**src/rtl/maxpool_stream.sv**
```systemverilog
// Streaming 1-D max-pooling stage: reduces each N-sample frame to ceil(N/POOL)
// signed maxima over non-overlapping windows, emitted through a one-deep output register.
module maxpool_stream #(
  parameter int unsigned T    = 20,
  parameter int unsigned N    = 13,
  parameter int unsigned POOL = 2
) (
  input  logic                clk,
  input  logic                reset,
  input  logic signed [T-1:0] x_data,
  input  logic                x_valid,
  output logic                x_ready,
  output logic signed [T-1:0] y_data,
  output logic                y_valid,
  input  logic                y_ready,
  output logic                y_last
);

  localparam int unsigned KW = $clog2(POOL) + 1;
  localparam int unsigned NW = $clog2(N) + 1;

  logic [KW-1:0]        r_k;
  logic [NW-1:0]        r_n;
  logic signed [T-1:0]  r_best;

  logic                 w_accept;
  logic                 w_k_last;
  logic                 w_n_last;
  logic                 w_close;
  logic signed [T-1:0]  w_cand;

  // Stall only while the output register is full and not draining.
  assign x_ready  = ~y_valid | y_ready;
  assign w_accept = x_valid & x_ready;
  assign w_k_last = (r_k == KW'(POOL - 1));
  assign w_n_last = (r_n == NW'(N - 1));
  assign w_close  = w_accept & (w_k_last | w_n_last);

  // First sample of a window seeds the max; ties keep the stored value.
  always_comb begin
    w_cand = x_data;
    if ((r_k != '0) && (r_best >= x_data)) begin
      w_cand = r_best;
    end
  end

  always_ff @(posedge clk or posedge reset) begin
    if (reset) begin
      r_k     <= '0;
      r_n     <= '0;
      r_best  <= '0;
      y_data  <= '0;
      y_valid <= 1'b0;
      y_last  <= 1'b0;
    end else begin
      if (w_accept) begin
        r_n <= w_n_last ? '0 : r_n + NW'(1);
        if (w_close) begin
          r_k <= '0;
        end else begin
          r_best <= w_cand;
          r_k    <= r_k + KW'(1);
        end
      end
      // A closing sample reloads the output even while it drains, so no bubble.
      if (w_close) begin
        y_data  <= w_cand;
        y_valid <= 1'b1;
        y_last  <= w_n_last;
      end else if (y_valid && y_ready) begin
        y_valid <= 1'b0;
        y_last  <= 1'b0;
      end
    end
  end

endmodule

```
**config.mk**
```make
export PLATFORM = sky130hd
export DESIGN_NAME = maxpool_stream
export DESIGN_NICKNAME = d
export VERILOG_FILES = /design/src/rtl/maxpool_stream.sv
export SDC_FILE = /design/constraint.sdc
export NUM_CORES = 1
export LEC_CHECK = 0
export CORE_ASPECT_RATIO = 0.6
export CORE_MARGIN = 2
export CORE_UTILIZATION = 58
export DETAILED_ROUTE_END_ITERATION = 7
export GPL_TIMING_DRIVEN = 0
export PLACE_DENSITY = 0.83
export SKIP_CTS_REPAIR_TIMING = 1
export SYNTH_ARGS = -nofsm -noshare
export SYNTH_HDL_FRONTEND = slang
export SYNTH_SLANG_ARGS = --single-unit
```
**constraint.sdc**
```tcl
create_clock -name clk -period 4.6 [get_ports clk]
set_input_delay 0.69 -clock clk [delete_from_list [all_inputs] [get_ports clk]]
set_output_delay 0.69 -clock clk [all_outputs]
set_load 0.03 [all_outputs]
```
# Yosys cells after proc, flatten, opt, wreduce, memory -nomap -nowiden
# Cells that the tools add are included.
[word_totals] word_cells=28 output_inout_bits=23 memories=0 latch_bits=0 register_bits=49 inputBits=24 mem_bits_rw=0 romBits=0
[classes] reduce_logical=5 shifts=0 n_eq_ne=2 order_cmp=1 bitwise=6 n_mul=0 n_div=0 addsub=2 muxes=6
[ops] op="20-bit greater-or-equal comparator" n=1
[ops] op="20-bit 2-to-1 mux" n=1
[ops] op="5-bit by 1-bit adder with 5-bit output (second input constant)" n=1
[ops] op="5-bit by 4-bit equality test with 1-bit output (second input constant)" n=1
[ops] op="5-bit 2-to-1 mux" n=1
[ops] op="2-bit nonzero test" n=2
[ops] op="1-bit 2-to-1 mux" n=3
[ops] op="2-bit by 1-bit adder with 2-bit output (second input constant)" n=1
[ops] op="1-bit bitwise AND" n=2
[ops] op="2-bit by 1-bit equality test with 1-bit output (second input constant)" n=1
[ops] op="1-bit logical AND" n=2
[ops] op="2-bit 2-to-1 mux" n=1
[ops] op="1-bit NOT" n=2
[ops] op="1-bit bitwise OR" n=2
[ops] op="2-bit AND reduction" n=1

# Longest topological paths before layout
[depth] word_depth=6 mapped_depth=10 ltp_nobuf=8

# Least setup slack after synthesis
# OpenSTA, ideal clock, no wires.
[synth_path] path_type="input-to-reg" start="in x_data[19]" end="reg r_best[0]" required_ps=4473 arrival_ps=2558 n_path_buf=1 slack_ps=1915 path_stages=9 setup_ps=127 path_cell_list="inv_1 > ha_1 > nand4_4 > nor4_4 > a22oi_1 > and4_4 > o31ai_4 > buf_6 > mux2_1"
[synth_between] elab_chain_len=3
[synth_rtl] element="start: declaration" line_no="10" text="input logic signed [T-1:0] x_data,"
[synth_rtl] element="20-bit greater-or-equal comparator" line_no="42" text="if ((r_k != '0) && (r_best >= x_data)) begin"
[synth_rtl] element="1-bit logical AND" line_no="42"
[synth_rtl] element="20-bit 2-to-1 mux" line_no="42"
[synth_rtl] element="end signal: assignment" line_no="61" text="r_best <= w_cand;"
[synth_rtl] element="end: declaration" line_no="24" text="logic signed [T-1:0] r_best;"
# Every way passes these cells.
# A chain may end at the register's enable or synchronous reset.

# Final worst setup path
[layout_path] start="in x_data[19]" end="reg r_best[19]"
[layout_between] elab_chain_len=3
[layout_rtl] element="20-bit greater-or-equal comparator" line_no="42"
[layout_rtl] element="1-bit logical AND" line_no="42"
[layout_rtl] element="20-bit 2-to-1 mux *" line_no="42"
# Mark *: on every way between the ends. The rest lies on a longest branch, timed or not.

==> metrics.txt <==
DRT iter0 DRCs 187; most area-consuming cells after synthesis dfrtp_1 43%, ha_1 11%, mux2_1 7.9%, nand4_1 5.3%, o31ai_1 5.0%; CP max stage delay 0.54 ns; Post-synth EDFFs 0; Synth Flop Type dfrtp_1; total gr overflow 0; largest area contributor in the netlist dfrtp_1; Yosys top cell area share 42.9%; status complete, no violations; clk_lat worst skew 0.31 ns; H-tree levels 2; antenna fix cells 0; clk_skew 0.0149 ns; Std-Cell Rows 19; Detail Placement HPWL 5000 µm; initial antenna violation count 0; Net Sw Frac 46.2%; largest net degree at the start of global routing 42; clock power share 12.1%; worst relative slew slack 61.3%; worst hold slack 0.507 ns; gr usage total 27.0%; share of layout cells above drive strength 1 6.07%; Initial Utilization 61.4%; unrepaired setup endpoints after global routing false; Post-DRT Antenna Nets 0; maxcap violations 0; Finish-stage setup viols 0; VDD IR max 0.370 mV; Crit Path Class in -> reg; final worst path period share 69.1%; Worst-Margin Slew 0.576 ns; Worst Setup Slack, final 1.42 ns; Comb power frac 57.3%; PortBufs 46; clock sinks 49; CTS max path bufs 2; P per Cell Area 743 nW/µm²; P_sw 1.21 mW; Die Height 58.4 µm; Pre-antenna DRT Iters 5; first-pass GRT wire length 11600 µm; P&R area growth vs syn 23.6%; vias in the first global route 2445; Vias/cell 6.06; worst path cell trace clkdlybuf4s50_1, inv_1, ha_1, nand4_4, nor4_4, a22oi_1, and4_4, o31ai_4, buf_6, mux2_1; post-route design area 3530 µm²; post-synthesis cell count 291; CP Capture Type flip-flop; Ys Warns 0; most frequent cell after synthesis dfrtp_1; final hold vios 0; num ports 47; Required @ worst endpoint 4.79 ns; Final min period 3.18 ns; Routed WL 7080 µm; placed inst area 3420 µm²; CP Max Fanout 10; Final #Nets 393; register area share after synthesis 42.9%; Internal Power 1.41 mW; Routed WL per cell 17.3 µm; Placer Congestion 0.853; Worst Path Arrival 3.37 ns; leakage 1.55 nW; worst hold path class reg -> reg; vias 2480; CTS root buffer clkbuf_8; Synth Register Bits 49; synthesized net count 339; syn avg cell area 9.82 µm²; CTS tree built; die width 94.6 µm; Setup crit start kind input port; count of cell types in the netlist 36; clock transition at the registers of the reported paths 0.10 ns; full die area 5530 µm²; Core ar. 4660 µm²; fmax 0.315 GHz; worst-path cell with the longest stage delay clkdlybuf4s50_1; share of synthesized registers carrying an async set or reset 100%; Max Slew Vio Count 0; total CTS buffers 5; Setup Slack @ Placement 1.16 ns; detailed-route DRC error count 0; synthesized cell area 2860 µm²; setup TNS 0 ns; most frequent cells after synthesis 49 x dfrtp_1, 29 x inv_1, 25 x nor2_1; sequential share of power 30.6%
==> final cells by class <==
cell class / count / area (µm²)
plain buffers: 20 / 92.6
flip-flops and latches: 49 / 1230
multi-input cells: 193 / 1430
clock inverters: 3 / 46.3
well taps: 63 / 78.8
fillers: 338 / 1130
inverters: 29 / 109
clock buffers: 5 / 68.8
repair buffers: 47 / 480
==> metrics by stage <==
step	total power [mW]	util [%]	instances
floorplan	1.80	-	291
global placement	2.22	72.9	400
detailed placement	2.28	73.4	401
CTS	2.61	75.8	409
global route	2.81	75.8	409
finish	2.62	75.8	409
==> logic make-up (layout without fill, tap and decap cells) <==
| logic type | after synthesis | count (layout) | share of synthesized area (%) |
|---|---|---|---|
| adder cells (fa/ha/maj) | 24 | 24 | 10.5 |
| AND/OR/NAND/NOR | 79 | 79 | 14.8 |
| multiplexers | 21 | 21 | 8.27 |
| flip-flops | 49 | 49 | 42.9 |
| buffers and inverters | 49 | 104 | 7.05 |
| AO/OA/AOI/OAI | 69 | 69 | 16.5 |
==> per-layer routing <==
layer,routed length (µm),up-vias,GRT usage (%)
met1,3310,1213,38.8
met2,3230,93,43.0
met5,0,-,0
met3,513,5,4.99
li1,-,1169,-
met4,23,0,6.83
==> flip-flops by register name, summed over array words and instances, names as in the netlist <==
signal and flops:
r_n 5, y_valid 1, y_last 1, r_k 2
r_best 20, y_data 20
==> worst max-delay path: cells and delay by family <==
kind	cells	cell delay [ns]
compound gates	2	0.38
fa+ha+maj	1	0.42
buf+inv	3	0.80
mux	1	0.34
simple gates	3	0.73
==> cells in the final DEF (no fill, tap or decap), types with 3 or more instances in the layout <==
cell             count
nor3_1               4
ha_1                24
dfrtp_1             49
nor2_1              25
o21ai_0              3
mux2_1              20
nand3_1              3
clkbuf_1            15
o21ai_1              6
o31ai_1             19
a21oi_1              9
clkdlybuf4s50_1     46
a31oi_1             20
nand2_1             15
nand4_1             24
clkbuf_8             5
inv_1               28
==> power by group through the flow <==
stage / logic [mW] / registers [mW] / clock network (mW)
after floorplan: 0.844 / 0.954 / 0
after global placement: 1.43 / 0.791 / 0
after detailed placement: 1.48 / 0.803 / 0
after CTS: 1.49 / 0.798 / 0.320
after global routing: 1.64 / 0.830 / 0.340
final: 1.50 / 0.803 / 0.319
==> path summary, 6_finish.rpt <==
kind,from,end,slack (ns),cells past startpoint
setup reg to reg,r_best[2],y_data[0],1.96,8
setup / recovery,x_data[19],r_best[19],1.42,10
max in group asynchronous,reset,r_best[12],3.51,3
hold reg to reg,r_n[4],r_n[4],0.51,2
hold / removal,r_n[4],r_n[4],0.51,2
min in group asynchronous,reset,y_valid,0.59,2
No activity file was read; power rests on OpenSTA's default activity.
